### src/rtl/loop_mon_pkg.sv
// ---------------------------------------------------------------------------
// loop_mon_pkg
// Shared types for the loop oscillation monitor: the FSM state encoding and
// the run-classification (res_kind) encoding, plus a helper that maps a
// settled tap value onto its stable classification.
// ---------------------------------------------------------------------------
package loop_mon_pkg;

    // Monitor control states
    typedef enum logic [1:0] {
        ST_IDLE   = 2'd0,
        ST_RUN    = 2'd1,
        ST_REPORT = 2'd2
    } state_e;

    // Run classification; 2'b11 is reserved and never produced
    typedef enum logic [1:0] {
        KIND_STABLE0 = 2'b00,
        KIND_STABLE1 = 2'b01,
        KIND_OSC     = 2'b10
    } kind_e;

    // A ring that did not oscillate is classified by where its tap settled
    function automatic kind_e stable_kind(input logic tap);
        return tap ? KIND_STABLE1 : KIND_STABLE0;
    endfunction

endpackage

### src/rtl/loop_ring.sv
// ---------------------------------------------------------------------------
// loop_ring
// Registered ring of STAGES single-bit stages. Each enabled cycle stage i
// loads (stage i-1 & pin_mask[i]), stage 0 taking the last stage; stage
// INV_POS is the single inverting (nand) stage. STAGES must be >= 3 and
// INV_POS must lie in 0..STAGES-1.
//
// Ports
//   clk           in   clock, rising edge
//   rst_n         in   async active-low reset, clears all stages
//   i_load        in   load every stage with i_seed (wins over i_en)
//   i_seed        in   value loaded on i_load
//   i_en          in   advance the ring by one step
//   i_pin_mask    in   per-stage side gate input, used live
//   o_ring        out  current stage contents
//   o_next_tap_c  out  combinational value the tap would take on a step
// ---------------------------------------------------------------------------
module loop_ring #(
    parameter int unsigned STAGES  = 9,
    parameter int unsigned INV_POS = 4
) (
    input  logic              clk,
    input  logic              rst_n,
    input  logic              i_load,
    input  logic              i_seed,
    input  logic              i_en,
    input  logic [STAGES-1:0] i_pin_mask,
    output logic [STAGES-1:0] o_ring,
    output logic              o_next_tap_c
);

    // One-hot marker of the nand stage; xor with it turns its and into a nand
    localparam logic [STAGES-1:0] INV_MASK = STAGES'(1) << INV_POS;

    logic [STAGES-1:0] r_ring;
    logic [STAGES-1:0] w_prev;
    logic [STAGES-1:0] w_step;

    // Gate function for one ring step
    always_comb begin
        w_prev = {r_ring[STAGES-2:0], r_ring[STAGES-1]};
        w_step = (w_prev & i_pin_mask) ^ INV_MASK;
    end

    // Ring registers: load seed, step when enabled, otherwise hold
    always_ff @(posedge clk or negedge rst_n) begin
        if (!rst_n) begin
            r_ring <= '0;
        end else if (i_load) begin
            r_ring <= {STAGES{i_seed}};
        end else if (i_en) begin
            r_ring <= w_step;
        end
    end

    assign o_ring       = r_ring;
    assign o_next_tap_c = w_step[STAGES-1];

endmodule

### src/rtl/loop_osc_monitor.sv
// ---------------------------------------------------------------------------
// loop_osc_monitor
// Runs a gated ring (loop_ring) from a seed and classifies the run as
// STABLE0 / STABLE1 / OSC by watching rising edges on the tap (last stage).
// The second rising edge ends the run as OSC with the cycle distance between
// the first two rises; otherwise the run ends when the cycle counter reaches
// the latched timeout and is classified by the tap value. The result is held
// in REPORT until accepted with a valid/ready handshake.
//
// Optional feature macro: LOOP_HIST_EN adds o_res_edges, the saturating count
// of all tap transitions during the run.
//
// Ports
//   clk            in   clock, rising edge
//   rst_n          in   async active-low reset
//   i_start        in   begin a run (only honoured in IDLE)
//   i_seed         in   value loaded into every ring stage on start
//   i_pin_mask     in   [STAGES] per-stage side gate inputs, live in RUN
//   i_timeout      in   [CNT_W] maximum observation cycles, latched on start
//   o_busy         out  high in RUN and REPORT
//   o_res_valid    out  result valid (REPORT)
//   i_res_ready    in   result accepted when high with o_res_valid
//   o_res_kind     out  [2] 00 STABLE0, 01 STABLE1, 10 OSC
//   o_res_period   out  [CNT_W] distance between first two rises, 0 if stable
//   o_res_edges    out  [CNT_W] tap transition count (LOOP_HIST_EN only)
//   o_ring_state   out  [STAGES] current ring contents
// ---------------------------------------------------------------------------
module loop_osc_monitor #(
    parameter int unsigned STAGES  = 9,
    parameter int unsigned INV_POS = 4,
    parameter int unsigned CNT_W   = 8
) (
    input  logic              clk,
    input  logic              rst_n,
    input  logic              i_start,
    input  logic              i_seed,
    input  logic [STAGES-1:0] i_pin_mask,
    input  logic [CNT_W-1:0]  i_timeout,
    output logic              o_busy,
    output logic              o_res_valid,
    input  logic              i_res_ready,
    output logic [1:0]        o_res_kind,
    output logic [CNT_W-1:0]  o_res_period,
`ifdef LOOP_HIST_EN
    output logic [CNT_W-1:0]  o_res_edges,
`endif
    output logic [STAGES-1:0] o_ring_state
);

    import loop_mon_pkg::*;

    localparam logic [CNT_W-1:0] CNT_MAX = '1;

    state_e             r_state;
    state_e             w_state_nxt;
    logic [CNT_W-1:0]   r_cnt;
    logic [CNT_W-1:0]   w_cnt_nxt;
    logic [CNT_W-1:0]   r_first;
    logic [CNT_W-1:0]   w_first_nxt;
    logic               r_seen_rise;
    logic               w_seen_rise_nxt;
    logic [CNT_W-1:0]   r_timeout;
    logic [CNT_W-1:0]   w_timeout_nxt;
    logic [1:0]         r_kind;
    logic [1:0]         w_kind_nxt;
    logic [CNT_W-1:0]   r_period;
    logic [CNT_W-1:0]   w_period_nxt;
    logic               r_busy;
    logic               w_busy_nxt;
    logic               r_valid;
    logic               w_valid_nxt;

    logic               w_load;
    logic               w_en;
    logic [STAGES-1:0]  w_ring;
    logic               w_tap;
    logic               w_next_tap;
    logic               w_rise;
    logic [CNT_W-1:0]   w_cnt_inc;

`ifdef LOOP_HIST_EN
    logic [CNT_W-1:0]   r_edges;
    logic [CNT_W-1:0]   w_edges_nxt;
    logic               w_toggle;
`endif

    loop_ring #(
        .STAGES  (STAGES),
        .INV_POS (INV_POS)
    ) u_ring (
        .clk          (clk),
        .rst_n        (rst_n),
        .i_load       (w_load),
        .i_seed       (i_seed),
        .i_en         (w_en),
        .i_pin_mask   (i_pin_mask),
        .o_ring       (w_ring),
        .o_next_tap_c (w_next_tap)
    );

    // Edges are judged between the tap now and the tap after this RUN step,
    // so the run can end on the very step that produces the deciding edge.
    always_comb begin
        w_tap     = w_ring[STAGES-1];
        w_rise    = ~w_tap & w_next_tap;
        w_cnt_inc = (r_cnt == CNT_MAX) ? r_cnt : r_cnt + CNT_W'(1);
    end

    // Next-state and register-input logic
    always_comb begin
        w_state_nxt     = r_state;
        w_cnt_nxt       = r_cnt;
        w_first_nxt     = r_first;
        w_seen_rise_nxt = r_seen_rise;
        w_timeout_nxt   = r_timeout;
        w_kind_nxt      = r_kind;
        w_period_nxt    = r_period;
        w_load          = 1'b0;
        w_en            = 1'b0;

        case (r_state)
            ST_IDLE: begin
                if (i_start) begin
                    w_load          = 1'b1;
                    w_cnt_nxt       = '0;
                    w_first_nxt     = '0;
                    w_seen_rise_nxt = 1'b0;
                    w_timeout_nxt   = i_timeout;
                    w_kind_nxt      = KIND_STABLE0;
                    w_period_nxt    = '0;
                    w_state_nxt     = ST_RUN;
                end
            end

            ST_RUN: begin
                w_en      = 1'b1;
                w_cnt_nxt = w_cnt_inc;
                if (w_rise && r_seen_rise) begin
                    // Second rise takes priority over a coincident timeout
                    w_kind_nxt   = KIND_OSC;
                    w_period_nxt = w_cnt_inc - r_first;
                    w_state_nxt  = ST_REPORT;
                end else begin
                    if (w_rise) begin
                        w_seen_rise_nxt = 1'b1;
                        w_first_nxt     = w_cnt_inc;
                    end
                    // The first step already counts as 1, so timeout 0 ends after one step
                    if (w_cnt_inc >= r_timeout) begin
                        w_kind_nxt   = stable_kind(w_next_tap);
                        w_period_nxt = '0;
                        w_state_nxt  = ST_REPORT;
                    end
                end
            end

            ST_REPORT: begin
                if (i_res_ready) begin
                    w_state_nxt = ST_IDLE;
                end
            end

            default: begin
                w_state_nxt = ST_IDLE;
            end
        endcase

        w_busy_nxt  = (w_state_nxt != ST_IDLE);
        w_valid_nxt = (w_state_nxt == ST_REPORT);
    end

    // State and result registers
    always_ff @(posedge clk or negedge rst_n) begin
        if (!rst_n) begin
            r_state     <= ST_IDLE;
            r_cnt       <= '0;
            r_first     <= '0;
            r_seen_rise <= 1'b0;
            r_timeout   <= '0;
            r_kind      <= '0;
            r_period    <= '0;
            r_busy      <= 1'b0;
            r_valid     <= 1'b0;
        end else begin
            r_state     <= w_state_nxt;
            r_cnt       <= w_cnt_nxt;
            r_first     <= w_first_nxt;
            r_seen_rise <= w_seen_rise_nxt;
            r_timeout   <= w_timeout_nxt;
            r_kind      <= w_kind_nxt;
            r_period    <= w_period_nxt;
            r_busy      <= w_busy_nxt;
            r_valid     <= w_valid_nxt;
        end
    end

`ifdef LOOP_HIST_EN
    // Saturating count of every tap transition seen during the run
    always_comb begin
        w_toggle    = w_tap ^ w_next_tap;
        w_edges_nxt = r_edges;
        if ((r_state == ST_IDLE) && i_start) begin
            w_edges_nxt = '0;
        end else if ((r_state == ST_RUN) && w_toggle && (r_edges != CNT_MAX)) begin
            w_edges_nxt = r_edges + CNT_W'(1);
        end
    end

    always_ff @(posedge clk or negedge rst_n) begin
        if (!rst_n) begin
            r_edges <= '0;
        end else begin
            r_edges <= w_edges_nxt;
        end
    end

    assign o_res_edges = r_edges;
`endif

    assign o_busy       = r_busy;
    assign o_res_valid  = r_valid;
    assign o_res_kind   = r_kind;
    assign o_res_period = r_period;
    assign o_ring_state = w_ring;

endmodule

### config.mk
export PLATFORM = sky130hd
export DESIGN_NAME = loop_osc_monitor
export DESIGN_NICKNAME = d
export VERILOG_FILES = /design/src/rtl/loop_mon_pkg.sv /design/src/rtl/loop_ring.sv /design/src/rtl/loop_osc_monitor.sv
export SDC_FILE = /design/constraint.sdc
export NUM_CORES = 1
export LEC_CHECK = 0
export ABC_AREA = 1
export CAP_MARGIN = 20
export CELL_PAD_IN_SITES_DETAIL_PLACEMENT = 1
export CELL_PAD_IN_SITES_GLOBAL_PLACEMENT = 2
export CORE_MARGIN = 3
export CORE_UTILIZATION = 33
export DETAILED_ROUTE_END_ITERATION = 8
export GPL_TIMING_DRIVEN = 0
export HOLD_SLACK_MARGIN = 0.06
export PLACE_DENSITY = 0.85
export RECOVER_POWER = 100
export SYNTH_ARGS = -nofsm -noshare
export SYNTH_HDL_FRONTEND = slang
export SYNTH_HIERARCHICAL = 1
export SYNTH_SLANG_ARGS = --single-unit
### constraint.sdc
create_clock -name clk -period 6.05 [get_ports clk]
set_input_delay 0.605 -clock clk [delete_from_list [all_inputs] [get_ports clk]]
set_output_delay 0.605 -clock clk [all_outputs]
set_load 0.005 [all_outputs]
After elaboration in Yosys (flattened, before gate mapping)

Cells that the tools add are included.

$add $sub $neg: 2
Equal/unequal tests: 8
Mux-type cells: 28
$lt $le $gt $ge: 1
Reductions and logical operators: 9
Bitwise operators: 4

Operator list:

| kind                | number |
|---|---|
| $mux 8              | 6 |
| $pmux 8 s2          | 3 |
| $mux 9              | 2 |
| $mux 2              | 7 |
| $and 9x9->9         | 1 |
| $add 8x1->8 const B | 1 |
| $eq 8x8->1 const B  | 1 |
| $ge 8x8->1          | 1 |
| $sub 8x8->8         | 1 |
| $mux 1              | 7 |
| $ne 2x2->1 const B  | 3 |
| $pmux 2 s3          | 1 |
| $reduce_bool 2->1   | 3 |
| $eq 2x2->1 const B  | 2 |
| $pmux 2 s2          | 1 |
| $reduce_and 2->1    | 2 |
| $reduce_and 4->1    | 1 |
| $ne 3x3->1 const B  | 1 |
| $reduce_and 3->1    | 1 |
| $eq 2x1->1 const B  | 1 |
| $logic_not 2->1     | 1 |
| $not 1->1           | 2 |
| $pmux 1 s2          | 1 |
| $and 1x1->1         | 1 |
| $logic_and 1x1->1   | 1 |

Word-level logic and storage cells: 62
Output and inout bits: 21
Register bits after elaboration: 48
Input bits: 22

Longest topological paths before layout

Gate-level depths: netlist (run 1).

Depth in word-level cells: 7
Depth in mapped cells: 17
Depth with buffers taken out: 17

Modules after synthesis

Netlist (run 1), hierarchy kept.

By module, submodules not included:

| module           | area an instance (um^2) | times used | cells an instance |
|---|---|---|---|
| loop_osc_monitor | 2,204.6                 | 1          | 279 |
| loop_ring        | 429.2                   | 1          | 59 |

Worst setup path before layout (run 1)

Ideal clock, no wire load.

Kind: reg-to-reg
Start point: register r_cnt[0]
End point: register r_period[4], in the netlist o_res_period[4]
Clock period less this slack: 2,264 ps
Slack: 3,786 ps
Data arrival time: 2,143 ps
Cell stages (with the launch flop): 15
Required time: 5,930 ps
Cell sequence: dfrtp_1 ha_1 inv_1 nor2_1 nand2_4 xor2_1 inv_1 ha_1 fa_1 nor2_1 o21ai_0 nand2_1 a21oi_1 o21ai_0 nand2_1

Longest elaborated chain between the ends: 5

Ends and longest elaborated chain:

| item                                           | RTL line                                         | source |
|---|---|---|
| from (decl)                                    | loop_osc_monitor.sv:56                           | `logic [CNT_W-1:0] r_cnt;` |
| from (signal assigned)                         | loop_osc_monitor.sv:186                          | `r_cnt <= w_cnt_nxt;` |
| $add 8x1->8 or $eq 8x8->1 (tied branches)      | loop_osc_monitor.sv:106                          | `w_cnt_inc = (r_cnt == CNT_MAX) ? r_cnt : r_cnt + CNT_W'(1);` |
| $mux 8 (*)                                     | loop_osc_monitor.sv:106                          |  |
| $sub 8x8->8 or $ge 8x8->1 (tied branches)      | loop_osc_monitor.sv:141, loop_osc_monitor.sv:149 |  |
| $mux 8 or $ne 3x3->1 (tied branches)           | -                                                |  |
| $pmux 8 s2 or $reduce_and 3->1 (tied branches) | -                                                |  |
| to (signal assigned)                           | loop_osc_monitor.sv:191                          | `r_period <= w_period_nxt;` |
| to (decl)                                      | loop_osc_monitor.sv:66                           | `logic [CNT_W-1:0] r_period;` |

Every way passes the cells marked *; elsewhere a longest branch is shown, timed or not.
A chain may end at the register's enable or synchronous reset.

Worst setup path after layout (run 1)

Start point: register r_cnt[1]
End point: register r_period[7], in the netlist o_res_period[7]

The elaborated chain is that of the path after synthesis.

==> results of run 1 <==
## final cells by class
class | count | area [µm²]
fillers | 930 | 4230
flip-flops and latches | 48 | 1200
multi-input cells | 233 | 1190
repair buffers | 43 | 418
inverters | 54 | 203
well taps | 99 | 124
clock buffers | 6 | 72.6
clock inverters | 2 | 35.0
plain buffers | 3 | 12.5
## cells in the final DEF, fill, tap and decap left out, types with 4 or more instances in the layout
| cell type | count |
|---|---|
| sky130_fd_sc_hd__clkdlybuf4s50_1 | 19 |
| sky130_fd_sc_hd__dlygate4sd3_1 | 22 |
| sky130_fd_sc_hd__nand2_1 | 122 |
| sky130_fd_sc_hd__inv_1 | 53 |
| sky130_fd_sc_hd__nand4_1 | 4 |
| sky130_fd_sc_hd__clkbuf_1 | 5 |
| sky130_fd_sc_hd__nor2_2 | 4 |
| sky130_fd_sc_hd__a21oi_1 | 11 |
| sky130_fd_sc_hd__ha_1 | 16 |
| sky130_fd_sc_hd__clkbuf_8 | 5 |
| sky130_fd_sc_hd__o21ai_0 | 28 |
| sky130_fd_sc_hd__xor2_1 | 5 |
| sky130_fd_sc_hd__dfrtp_1 | 48 |
| sky130_fd_sc_hd__nand3_1 | 17 |
| sky130_fd_sc_hd__nor2_1 | 13 |
## power by group through the flow
stage | registers (mW) | logic [mW] | clock network [mW]
finish | 0.509 | 0.875 | 0.234
global route | 0.527 | 1.03 | 0.256
CTS | 0.513 | 0.934 | 0.245
detailed placement | 0.517 | 0.929 | 0
global placement | 0.512 | 0.890 | 0
floorplan | 0.504 | 0.617 | 0
## worst register-to-register path: cells and delay by family (launching register included)
kind / cells / cell delay (ns)
adders and majority gates: 2 / 0.55
and+or+nand+nor: 9 / 1.35
buffers and inverters: 1 / 0.13
DFF: 1 / 0.43
xor gates and xnor gates: 1 / 0.32
AOI/OAI and AO/OA: 1 / 0.15
## cell families (layout without fill, tap and decap cells)
logic type	count (synthesis)	after routing	synth area share (%)
DFF	48	48	45.6
buffers and inverters	57	108	8.27
AOI/OAI and AO/OA	43	43	8.55
xor gates and xnor gates	5	5	1.95
and+or+nand+nor	168	168	27.3
adders and majority gates	17	17	8.36
## metal layers
metal / global-route usage (%) / vias to the layer above / wire length, µm
met5: 0 / - / 0
met4: 2.52 / 0 / 40
met3: 2.92 / 5 / 226
met2: 29.0 / 42 / 3310
met1: 18.6 / 1079 / 2910
li1: - / 1156 / -
## flip-flops by register name (all words and copies together) (netlist names), 2 cells and up
signal and count:
r_cnt 8, r_state 2, r_first 8, r_timeout 8, o_res_kind 2, u_ring/o_ring 9, o_res_period 8
## path summary, 6_finish.rpt
| kind | endpoint | slack [ns] | depth (start not counted) |
|---|---|---|---|
| setup reg to reg | o_res_period[7] | 3.05 | 14 |
| setup / recovery | o_res_period[7] | 3.05 | 14 |
| hold / removal | o_res_period[6] | 0.47 | 2 |
| min in group asynchronous | o_res_period[1] | 0.71 | 1 |
| max in group asynchronous | r_timeout[6] | 3.70 | 2 |
| hold reg to reg | o_res_period[6] | 0.47 | 2 |
==> flow_metrics.py, run 1 <==
metrics = {
    "worst_hold_path": {
        "min_path_type": "register to register",
        "hold_start": "o_res_period[6]",
    },
    "sta": {
        "timing.final.crit_period_ns": 3.00,
        "layout_worst_path_cycle_share_pct": 49.5,
        "final.setup_skew_ns": 0.00583,
        "final_max_slew_viol_count": 31,
        "maxClockFrequency_mhz": 334,
        "final-hold-violation-count": 0,
        "max-slew-margin-rel_pct": -9.16,
        "finalSetupTns_ns": 0,
        "hold_ws_ns": 0.472,
        "finalWorstSetupSlack_ns": 3.05,
        "setup_viol_count_final": 0,
        "grt_setup_unrepaired": "false",
        "tightestPinTransition_ns": 1.64,
    },
    "floorplan": {
        "placeableCoreArea_um2": 7490,
        "floorplan.rows": 31,
        "io_pins": 43,
        "floorplan.initialDensity_pct": 35.2,
        "chipWidth_um": 95.3,
        "vertical_die_dimension_um": 95.3,
        "die-area_um2": 9090,
    },
    "synthesis": {
        "syn-num-nets": 377,
        "ys_warn_count": 6,
        "synth_area_leaders": "sky130_fd_sc_hd__dfrtp_1 46%, sky130_fd_sc_hd__nand2_1 17%, sky130_fd_sc_hd__ha_1 7.6%, sky130_fd_sc_hd__inv_1 7.3%, sky130_fd_sc_hd__o21ai_0 4.8%",
        "netlist_top_cells_count": "120 x sky130_fd_sc_hd__nand2_1, 51 x sky130_fd_sc_hd__inv_1, 48 x sky130_fd_sc_hd__dfrtp_1",
        "synth.most_common_cell": "sky130_fd_sc_hd__nand2_1",
        "synth_top_cell_by_area": "sky130_fd_sc_hd__dfrtp_1",
        "seq_area_frac_synth_pct": 45.6,
        "yosys.area.top_type_share_pct": 45.6,
        "yosys_register_bits": 48,
        "async_reset_ff_share_pct": 100,
        "synthesis.area_um2": 2630,
        "synth.avg_cell_area_um2": 7.79,
        "yosys.cell_types.count": 26,
        "gate_count_post_synth": 338,
        "synth_ff_type": "sky130_fd_sc_hd__dfrtp_1",
        "number_of_enable_type_register_cells_in_the_synthesized_netlist": 0,
    },
    "cells_and_area": {
        "n_diodes": 0,
        "final_layout_size_suffix_gt1_share_pct": 5.14,
        "post-route-cell-area_um2": 3260,
        "net_count_of_the_finished_layout": 427,
        "share_of_the_core_filled_with_cells_pct": 43.5,
        "final_cells": 488,
        "area.growth.synth_to_final_pct": 23.6,
    },
    "outcome": {
        "run_status": "finished with violations",
        "violations": "max-capacitance violations, max-slew violations",
    },
    "critical_path": {
        "timing.setup.critical_path_class": "register to register",
        "critPathBufInv": 1,
        "critPathCaptureType": "register",
        "timing.rr.start": "r_cnt[1]",
        "cp_slowest_cell": "sky130_fd_sc_hd__dfrtp_1",
        "arrival_ns": 3.24,
        "cpMostUsedCell": "sky130_fd_sc_hd__nand2_1",
        "path_cells": "ha_1, inv_1, nor2_1, nand2_1, nand3b_2, xor2_1, ha_1, a21oi_1, nor2_1, nor3_1, nand3_1, nand2_1, nand2_1, nand2_1",
        "required_ns": 6.29,
        "path_delay_family": "simple AND/OR/NAND/NOR gates",
        "worst_path_largest_cell_delay_ns": 0.43,
        "critPathLaunchType": "register",
        "worstPathMaxFanout": 10,
        "crit_start": "r_cnt[1]",
    },
    "drt": {
        "route.detailed.drc": 0,
        "detail_route.wirelength_mm": 6.49,
        "drt_iter0_drc": 32,
        "detail_route.wl_per_cell_um": 13.3,
        "drt_first_pass_iters": 4,
        "vias": 2282,
        "post_drt_via_cell_ratio": 4.68,
        "ant_nets": 0,
    },
    "job": {
        "maxCapViolCount": 1,
    },
    "global_route": {
        "grt_antenna_before_repair": 0,
        "grt_remaining_overflow": 0,
        "grt_max_degree": 31,
        "grt_use_total_pct": 15.5,
        "first_global_vias": 2393,
        "grt_pass1_wl_mm": 11.1,
    },
    "pwr": {
        "p_comb_share_pct": 54.1,
        "power_frac_seq_pct": 31.5,
        "switching_power_mw": 0.737,
        "power.density_nw_per_um2": 497,
        "leakagePower_nw": 1.74,
        "p_clk_share_pct": 14.5,
        "vdd_drop_max_mv": 0.152,
        "design_power_total_mw": 1.62,
        "internal_power_mw": 0.881,
        "sw_frac_of_total_pct": 45.5,
    },
    "clock_network": {
        "clk_root_buffer_cell": "sky130_fd_sc_hd__clkbuf_8",
        "sink_count": 48,
        "cts_max_level": 2,
        "ctsLongestPathBuffers": 2,
        "post_cts.resized_instances": 0,
        "cts_hold_repair.buffers": 0,
        "tritoncts": "built",
        "clock_latency_ns": 0.30,
        "cts_made_buffers": 5,
        "postCtsSetupRepairBufs": 0,
        "clk_pin_slew_worst_paths_ns": 0.09,
    },
    "placed_design": {
        "gp_routability_congestion": 0.748,
        "detailed_place.area_um2": 3200,
        "detailed_place_hpwl_mm": 5.24,
        "dpl_cells": 480,
        "setup_slack_after_placement_ns": 3.33,
        "port_buffers": 42,
    },
}
Power figures use the tool's default switching activity.
==> run 2: changes to the inputs <==
--- a/config.mk
+++ b/config.mk
@@ -10,11 +10,11 @@
 export CELL_PAD_IN_SITES_DETAIL_PLACEMENT = 1
 export CELL_PAD_IN_SITES_GLOBAL_PLACEMENT = 2
 export CORE_MARGIN = 3
-export CORE_UTILIZATION = 33
+export CORE_UTILIZATION = 28
 export DETAILED_ROUTE_END_ITERATION = 8
 export GPL_TIMING_DRIVEN = 0
 export HOLD_SLACK_MARGIN = 0.06
-export PLACE_DENSITY = 0.85
+export PLACE_DENSITY = 0.77
 export RECOVER_POWER = 100
 export SYNTH_ARGS = -nofsm -noshare
 export SYNTH_HDL_FRONTEND = slang
==> constraint.sdc (replaced) <==
create_clock -name clk -period 2.4 [get_ports clk]
set_input_delay 0.24 -clock clk [delete_from_list [all_inputs] [get_ports clk]]
set_output_delay 0.24 -clock clk [all_outputs]
set_load 0.005 [all_outputs]
==> run 2 against run 1 <==
Design area increased by 15%. Worst setup slack got worse by 3.0 ns. Fmax rose by 27%. Combinational power rose to 3.6 times the previous value. First-iteration DRC count up 110%. The flow now finishes without violations. Flip-flop and latch count unchanged. Power increased to 3.1 times the previous value. Critical path depth is 1 higher. Critical endpoint unchanged. Core utilization is 1.7 points lower. Die area is 17% higher. Via count increased by 4.0%. Critical path type unchanged.
==> flow_metrics.py, run 2 (same netlist as run 1, synthesis figures left out) <==
metrics = {
    "global_route": {
        "grt_remaining_overflow": 0,
        "first_global_vias": 2519,
        "grt_max_degree": 38,
        "grt_pass1_wl_mm": 12.3,
        "grt_antenna_before_repair": 0,
        "grt_use_total_pct": 15.2,
    },
    "cells_and_area": {
        "fillCellCount": 1066,
        "largest_register_ff_count": 9,
        "post-route-cell-area_um2": 3730,
        "area.growth.synth_to_final_pct": 41.7,
        "final_cells": 513,
        "net_count_of_the_finished_layout": 443,
        "final_layout_size_suffix_gt1_share_pct": 21.0,
        "layout.cells.most_common": "sky130_fd_sc_hd__nand2_1",
        "n_diodes": 0,
        "final_cell_mix": "106 x sky130_fd_sc_hd__nand2_1, 50 x sky130_fd_sc_hd__inv_1, 47 x sky130_fd_sc_hd__dfrtp_1",
    },
    "critical_path": {
        "timing.setup.critical_path_class": "register to register",
        "critPathCaptureType": "register",
        "worst_path_largest_cell_delay_ns": 0.43,
        "worstPathMaxFanout": 7,
        "critPathLaunchType": "register",
        "arrival_ns": 2.57,
        "cp_slowest_cell": "sky130_fd_sc_hd__dfrtp_1",
        "path_cells": "ha_4, inv_4, nor2_4, nand2_4, buf_4, o21ai_4, inv_2, ha_1, nand2_1, o21ai_2, nand2_1, nand2_2, nand3_1, nand3_2, nand2_2",
        "required_ns": 2.61,
    },
    "outcome": {
        "run_status": "complete, no violations",
    },
    "pwr": {
        "sw_frac_of_total_pct": 47.5,
        "p_comb_share_pct": 63.2,
        "power.density_nw_per_um2": 1340,
        "internal_power_mw": 2.62,
        "switching_power_mw": 2.37,
        "leakagePower_nw": 1.89,
        "power_frac_seq_pct": 26.2,
        "p_clk_share_pct": 10.6,
        "vdd_drop_max_mv": 0.440,
    },
    "floorplan": {
        "floorplan.initialDensity_pct": 29.5,
        "vertical_die_dimension_um": 103,
        "io_pins": 43,
        "die-area_um2": 10600,
        "placeableCoreArea_um2": 8930,
        "chipWidth_um": 103,
        "floorplan.rows": 34,
    },
    "clock_network": {
        "cts_made_buffers": 5,
        "sink_count": 48,
        "clock_latency_ns": 0.31,
        "ctsLongestPathBuffers": 2,
        "clk_pin_slew_worst_paths_ns": 0.09,
        "clk_root_buffer_cell": "sky130_fd_sc_hd__clkbuf_8",
        "tritoncts": "built",
        "cts_max_level": 2,
    },
    "job": {
        "maxCapViolCount": 0,
    },
    "sta": {
        "final.setup_skew_ns": 0.0101,
        "layout_worst_path_cycle_share_pct": 98.1,
        "max-slew-margin-rel_pct": 34.1,
        "timing.final.crit_period_ns": 2.35,
        "setup_viol_count_final": 0,
        "final_max_slew_viol_count": 0,
        "final-hold-violation-count": 0,
        "grt_setup_unrepaired": "true",
        "maxClockFrequency_mhz": 425,
        "tightestPinTransition_ns": 0.989,
    },
    "drt": {
        "detail_route.wl_per_cell_um": 15.0,
        "ant_nets": 0,
        "vias": 2373,
        "route.detailed.drc": 0,
        "post_drt_via_cell_ratio": 4.63,
        "detail_route.wirelength_mm": 7.67,
        "drt_iter0_drc": 68,
        "drt_first_pass_iters": 4,
    },
    "placed_design": {
        "gp_routability_congestion": 0.794,
        "detailed_place_hpwl_mm": 5.40,
        "port_buffers": 42,
        "detailed_place.area_um2": 3200,
        "dpl_cells": 489,
    },
    "worst_hold_path": {
        "min_path_type": "input pin to async pin",
    },
}
run 2: layout make-up:
cell class | instances | area, µm² | area share (%)
flip-flops and latches | 48 | 1200 | 32.2
clock inverters | 1 | 7.51 | 0.201
inverters | 54 | 205 | 5.50
clock buffers | 7 | 86.3 | 2.31
multi-input cells | 234 | 1540 | 41.3
plain buffers | 3 | 12.5 | 0.335
repair buffers | 58 | 542 | 14.5
well taps | 108 | 135 | 3.62
run 2: timing repair:
action                                 in CTS  in global routing
endpoints found under the hold margin      11                  0
hold buffers                                1                  0
pin swaps                                  13                 24
cloned                                      1                  0
resized for setup                          32                 38
setup endpoints to repair                  13                 13
setup buffers                              11                  4
run 2: stage by stage:
| step | utilization (%) | power [mW] | setup WS, ns | hold WS, ns | TNS (ns) |
|---|---|---|---|---|---|
| 6_report | 41.8 | 4.99 | 0.0467 | 0.452 | 0 |
| 3_5_place_dp | 35.9 | 3.67 | -0.393 | 0.148 | -4.17 |
| 2_1_floorplan | - | 2.82 | 0.136 | -0.0556 | 0 |
| 5_1_grt | 41.8 | 5.50 | -0.134 | 0.475 | -1.14 |
| 3_3_place_gp | 35.7 | 3.57 | -0.484 | 0.453 | -26.19 |
| 4_1_cts | 39.8 | 4.58 | -0.0113 | 0.336 | -0.0193 |
run 2: worst max-delay path: cells and delay by family, from the launching register on:
kind / cells / cell delay (ns)
flip-flops: 1 / 0.43
buffers and inverters: 3 / 0.30
AO/OA/AOI/OAI: 2 / 0.36
AND/OR/NAND/NOR: 8 / 0.72
adder cells (fa/ha/maj): 2 / 0.46
run 2: per-layer routing:
layer	GRT usage (%)	wire [µm]	vias to the layer above
met3	3.65	250	7
met4	4.18	72	0
li1	-	-	1190
met5	0	0	-
met1	18.6	3440	1143
met2	26.4	3900	33
run 2: power by group through the flow:
| stage | logic, mW | registers [mW] | clock network [mW] |
|---|---|---|---|
| 2_1_floorplan | 1.55 | 1.27 | 0 |
| 3_3_place_gp | 2.27 | 1.30 | 0 |
| 3_5_place_dp | 2.37 | 1.30 | 0 |
| 4_1_cts | 2.72 | 1.29 | 0.558 |
| 5_1_grt | 3.57 | 1.35 | 0.587 |
| 6_report | 3.15 | 1.30 | 0.528 |
run 2: final timing paths:
kind	from	endpoint	slack (ns)	depth (start not counted)
max	r_cnt[1]	o_res_period[7]	0.05	15
min	rst_n	r_timeout[2]	0.45	2
max reg2reg	r_cnt[1]	o_res_period[7]	0.05	15
min reg2reg	o_res_period[2]	o_res_period[2]	0.47	2
max in group asynchronous	rst_n	r_cnt[4]	0.48	3
min in group clk	i_timeout[0]	r_timeout[0]	0.47	3
==> run 3: changes to the inputs <==
--- a/config.mk
+++ b/config.mk
@@ -14,7 +14,7 @@
 export DETAILED_ROUTE_END_ITERATION = 8
 export GPL_TIMING_DRIVEN = 0
 export HOLD_SLACK_MARGIN = 0.06
-export PLACE_DENSITY = 0.77
+export PLACE_DENSITY_LB_ADDON = 0.1
 export RECOVER_POWER = 100
 export SYNTH_ARGS = -nofsm -noshare
 export SYNTH_HDL_FRONTEND = slang
==> run 3 against run 2 <==
Via count is 0.55% higher. Clock power is 13% higher. Cell count is 0.39% higher. First-iteration DRC count is 47% lower. Sequential power hardly changed. Core utilization is 0.14 points higher. Critical endpoint unchanged. Largest cell class unchanged. Largest power group unchanged.
==> flow_metrics.py, run 3 (same netlist as run 1, synthesis figures left out) <==
metrics = {
    "worst_hold_path": {
        "min_path_type": "input pin to register",
        "hold_start": "i_timeout[0]",
    },
    "sta": {
        "grt_setup_unrepaired": "true",
        "layout_worst_path_cycle_share_pct": 98.1,
        "tightestPinTransition_ns": 1.08,
        "max-slew-margin-rel_pct": 28.1,
        "hold_ws_ns": 0.470,
        "setup_viol_count_final": 0,
        "timing.final.crit_period_ns": 2.36,
        "final_max_slew_viol_count": 0,
        "maxClockFrequency_mhz": 425,
        "final.setup_skew_ns": 0.00948,
        "final-hold-violation-count": 0,
        "finalSetupTns_ns": 0,
    },
    "clock_network": {
        "clk_pin_slew_worst_paths_ns": 0.10,
        "tritoncts": "built",
        "sink_count": 48,
        "cts_made_buffers": 5,
        "clk_root_buffer_cell": "sky130_fd_sc_hd__clkbuf_8",
        "ctsLongestPathBuffers": 2,
        "cts_max_level": 2,
        "clock_latency_ns": 0.30,
    },
    "placed_design": {
        "gp_routability_congestion": 0.789,
        "dpl_cells": 489,
        "port_buffers": 42,
        "detailed_place_hpwl_mm": 5.39,
    },
    "drt": {
        "drt_iter0_drc": 36,
        "ant_nets": 0,
        "drt_first_pass_iters": 4,
        "detail_route.wl_per_cell_um": 14.2,
        "vias": 2386,
        "detail_route.wirelength_mm": 7.33,
        "route.detailed.drc": 0,
        "post_drt_via_cell_ratio": 4.63,
    },
    "floorplan": {
        "io_pins": 43,
        "floorplan.initialDensity_pct": 29.5,
        "placeableCoreArea_um2": 8930,
        "floorplan.rows": 34,
        "die-area_um2": 10600,
        "chipWidth_um": 103,
        "vertical_die_dimension_um": 103,
    },
    "pwr": {
        "leakagePower_nw": 1.90,
        "power.density_nw_per_um2": 1340,
        "vdd_drop_max_mv": 0.368,
    },
    "cells_and_area": {
        "area.growth.synth_to_final_pct": 42.2,
        "final_cell_mix": "110 x sky130_fd_sc_hd__nand2_1, 50 x sky130_fd_sc_hd__inv_1, 48 x sky130_fd_sc_hd__dfrtp_1",
        "final_cells": 515,
        "share_of_the_core_filled_with_cells_pct": 41.9,
        "final_layout_size_suffix_gt1_share_pct": 20.4,
        "layout.cells.most_common": "sky130_fd_sc_hd__nand2_1",
        "net_count_of_the_finished_layout": 445,
        "largest_register_ff_count": 9,
        "n_diodes": 0,
    },
    "critical_path": {
        "timing.setup.critical_path_class": "register to register",
        "cp-endpoint": "o_res_period[7]",
        "worstPathMaxFanout": 7,
        "reg2reg_depth": 17,
        "required_ns": 2.60,
        "arrival_ns": 2.56,
        "regToRegEndpoint": "o_res_period[7]",
        "timing.rr.start": "r_cnt[0]",
        "critPathCaptureType": "register",
        "crit_start": "r_cnt[0]",
        "rrSetupSlack_ns": 0.04,
        "critPathLaunchType": "register",
    },
    "global_route": {
        "grt_pass1_wl_mm": 12.3,
        "grt_antenna_before_repair": 0,
        "grt_max_degree": 32,
        "first_global_vias": 2469,
        "grt_use_total_pct": 14.9,
        "grt_remaining_overflow": 0,
    },
    "outcome": {
        "run_status": "complete, no violations",
    },
    "job": {
        "maxCapViolCount": 0,
    },
}
-- run 3: worst max-delay path: stages, from the launching register on --
cell and delay [ns]:
sky130_fd_sc_hd__dfrtp_1 0.40, sky130_fd_sc_hd__ha_2 0.20, sky130_fd_sc_hd__inv_2 0.09, sky130_fd_sc_hd__nor2_4 0.05, sky130_fd_sc_hd__nand2_4 0.15, sky130_fd_sc_hd__nand2_4 0.09
sky130_fd_sc_hd__nor2_4 0.16, sky130_fd_sc_hd__xor2_4 0.23, sky130_fd_sc_hd__buf_6 0.14, sky130_fd_sc_hd__ha_4 0.21, sky130_fd_sc_hd__a21oi_4 0.13, sky130_fd_sc_hd__o21ai_1 0.07
sky130_fd_sc_hd__inv_1 0.06, sky130_fd_sc_hd__nand2_2 0.06, sky130_fd_sc_hd__inv_1 0.05, sky130_fd_sc_hd__nand2_1 0.05, sky130_fd_sc_hd__nand3_1 0.06, sky130_fd_sc_hd__nand2_1 0.05
-- run 3: final cells by class --
cell class / instances / area [µm²]
fill: 1084 / 5190
multi-input combinational: 234 / 1510
sequential: 48 / 1200
timing repair buffer: 60 / 569
inverter: 54 / 203
tap: 108 / 135
clock buffer: 6 / 72.6
clock inverter: 2 / 35.0
buffer: 3 / 15.0
-- run 3: power breakdown --
part	internal, mW	switching (mW)
Sequential	1.10	0.172
Clock	0.310	0.286
Combinational	1.32	1.82
Total	2.73	2.28
-- run 3: per-stage QoR --
step | power (mW) | cell area (µm²) | worst slack [ns]
floorplan | 2.82 | 2630 | 0.136
global placement | 3.60 | 3190 | -0.587
detailed placement | 3.69 | 3200 | -0.379
CTS | 4.74 | 3570 | -0.00968
global route | 5.57 | 3740 | -0.122
finish | 5.01 | 3740 | 0.0446
-- run 3: worst min path at each step --
stage,endpoint,slack [ns],depth (start not counted)
after floorplan,o_busy,-0.06,0
after global placement,o_res_period[6],0.45,2
after detailed placement,o_res_kind[1],0.23,1
after CTS,o_res_kind[1],0.43,2
after global routing,r_timeout[0],0.48,3
final,r_timeout[0],0.47,3
-- run 3: timing repair --
item | 4_1_cts | 5_1_grt
setup buffers | 12 | 6
hold endpoints to repair | 17 | 0
endpoints found under the setup margin | 13 | 13
gates resized for setup | 33 | 28
cloned | 1 | 0
hold buffers | 1 | 0
pin swaps | 15 | 17
-- run 3: metal layers --
layer  share of wire [%]  GRT usage [%]  vias up  routed length [µm]
met1                  47           19.5     1152                3450
met4                0.83           2.99        0                  61
met5                   0              0        -                   0
met2                  50           26.2       34                3640
li1                    -              -     1194                   -
met3                 2.4           2.37        6                 176
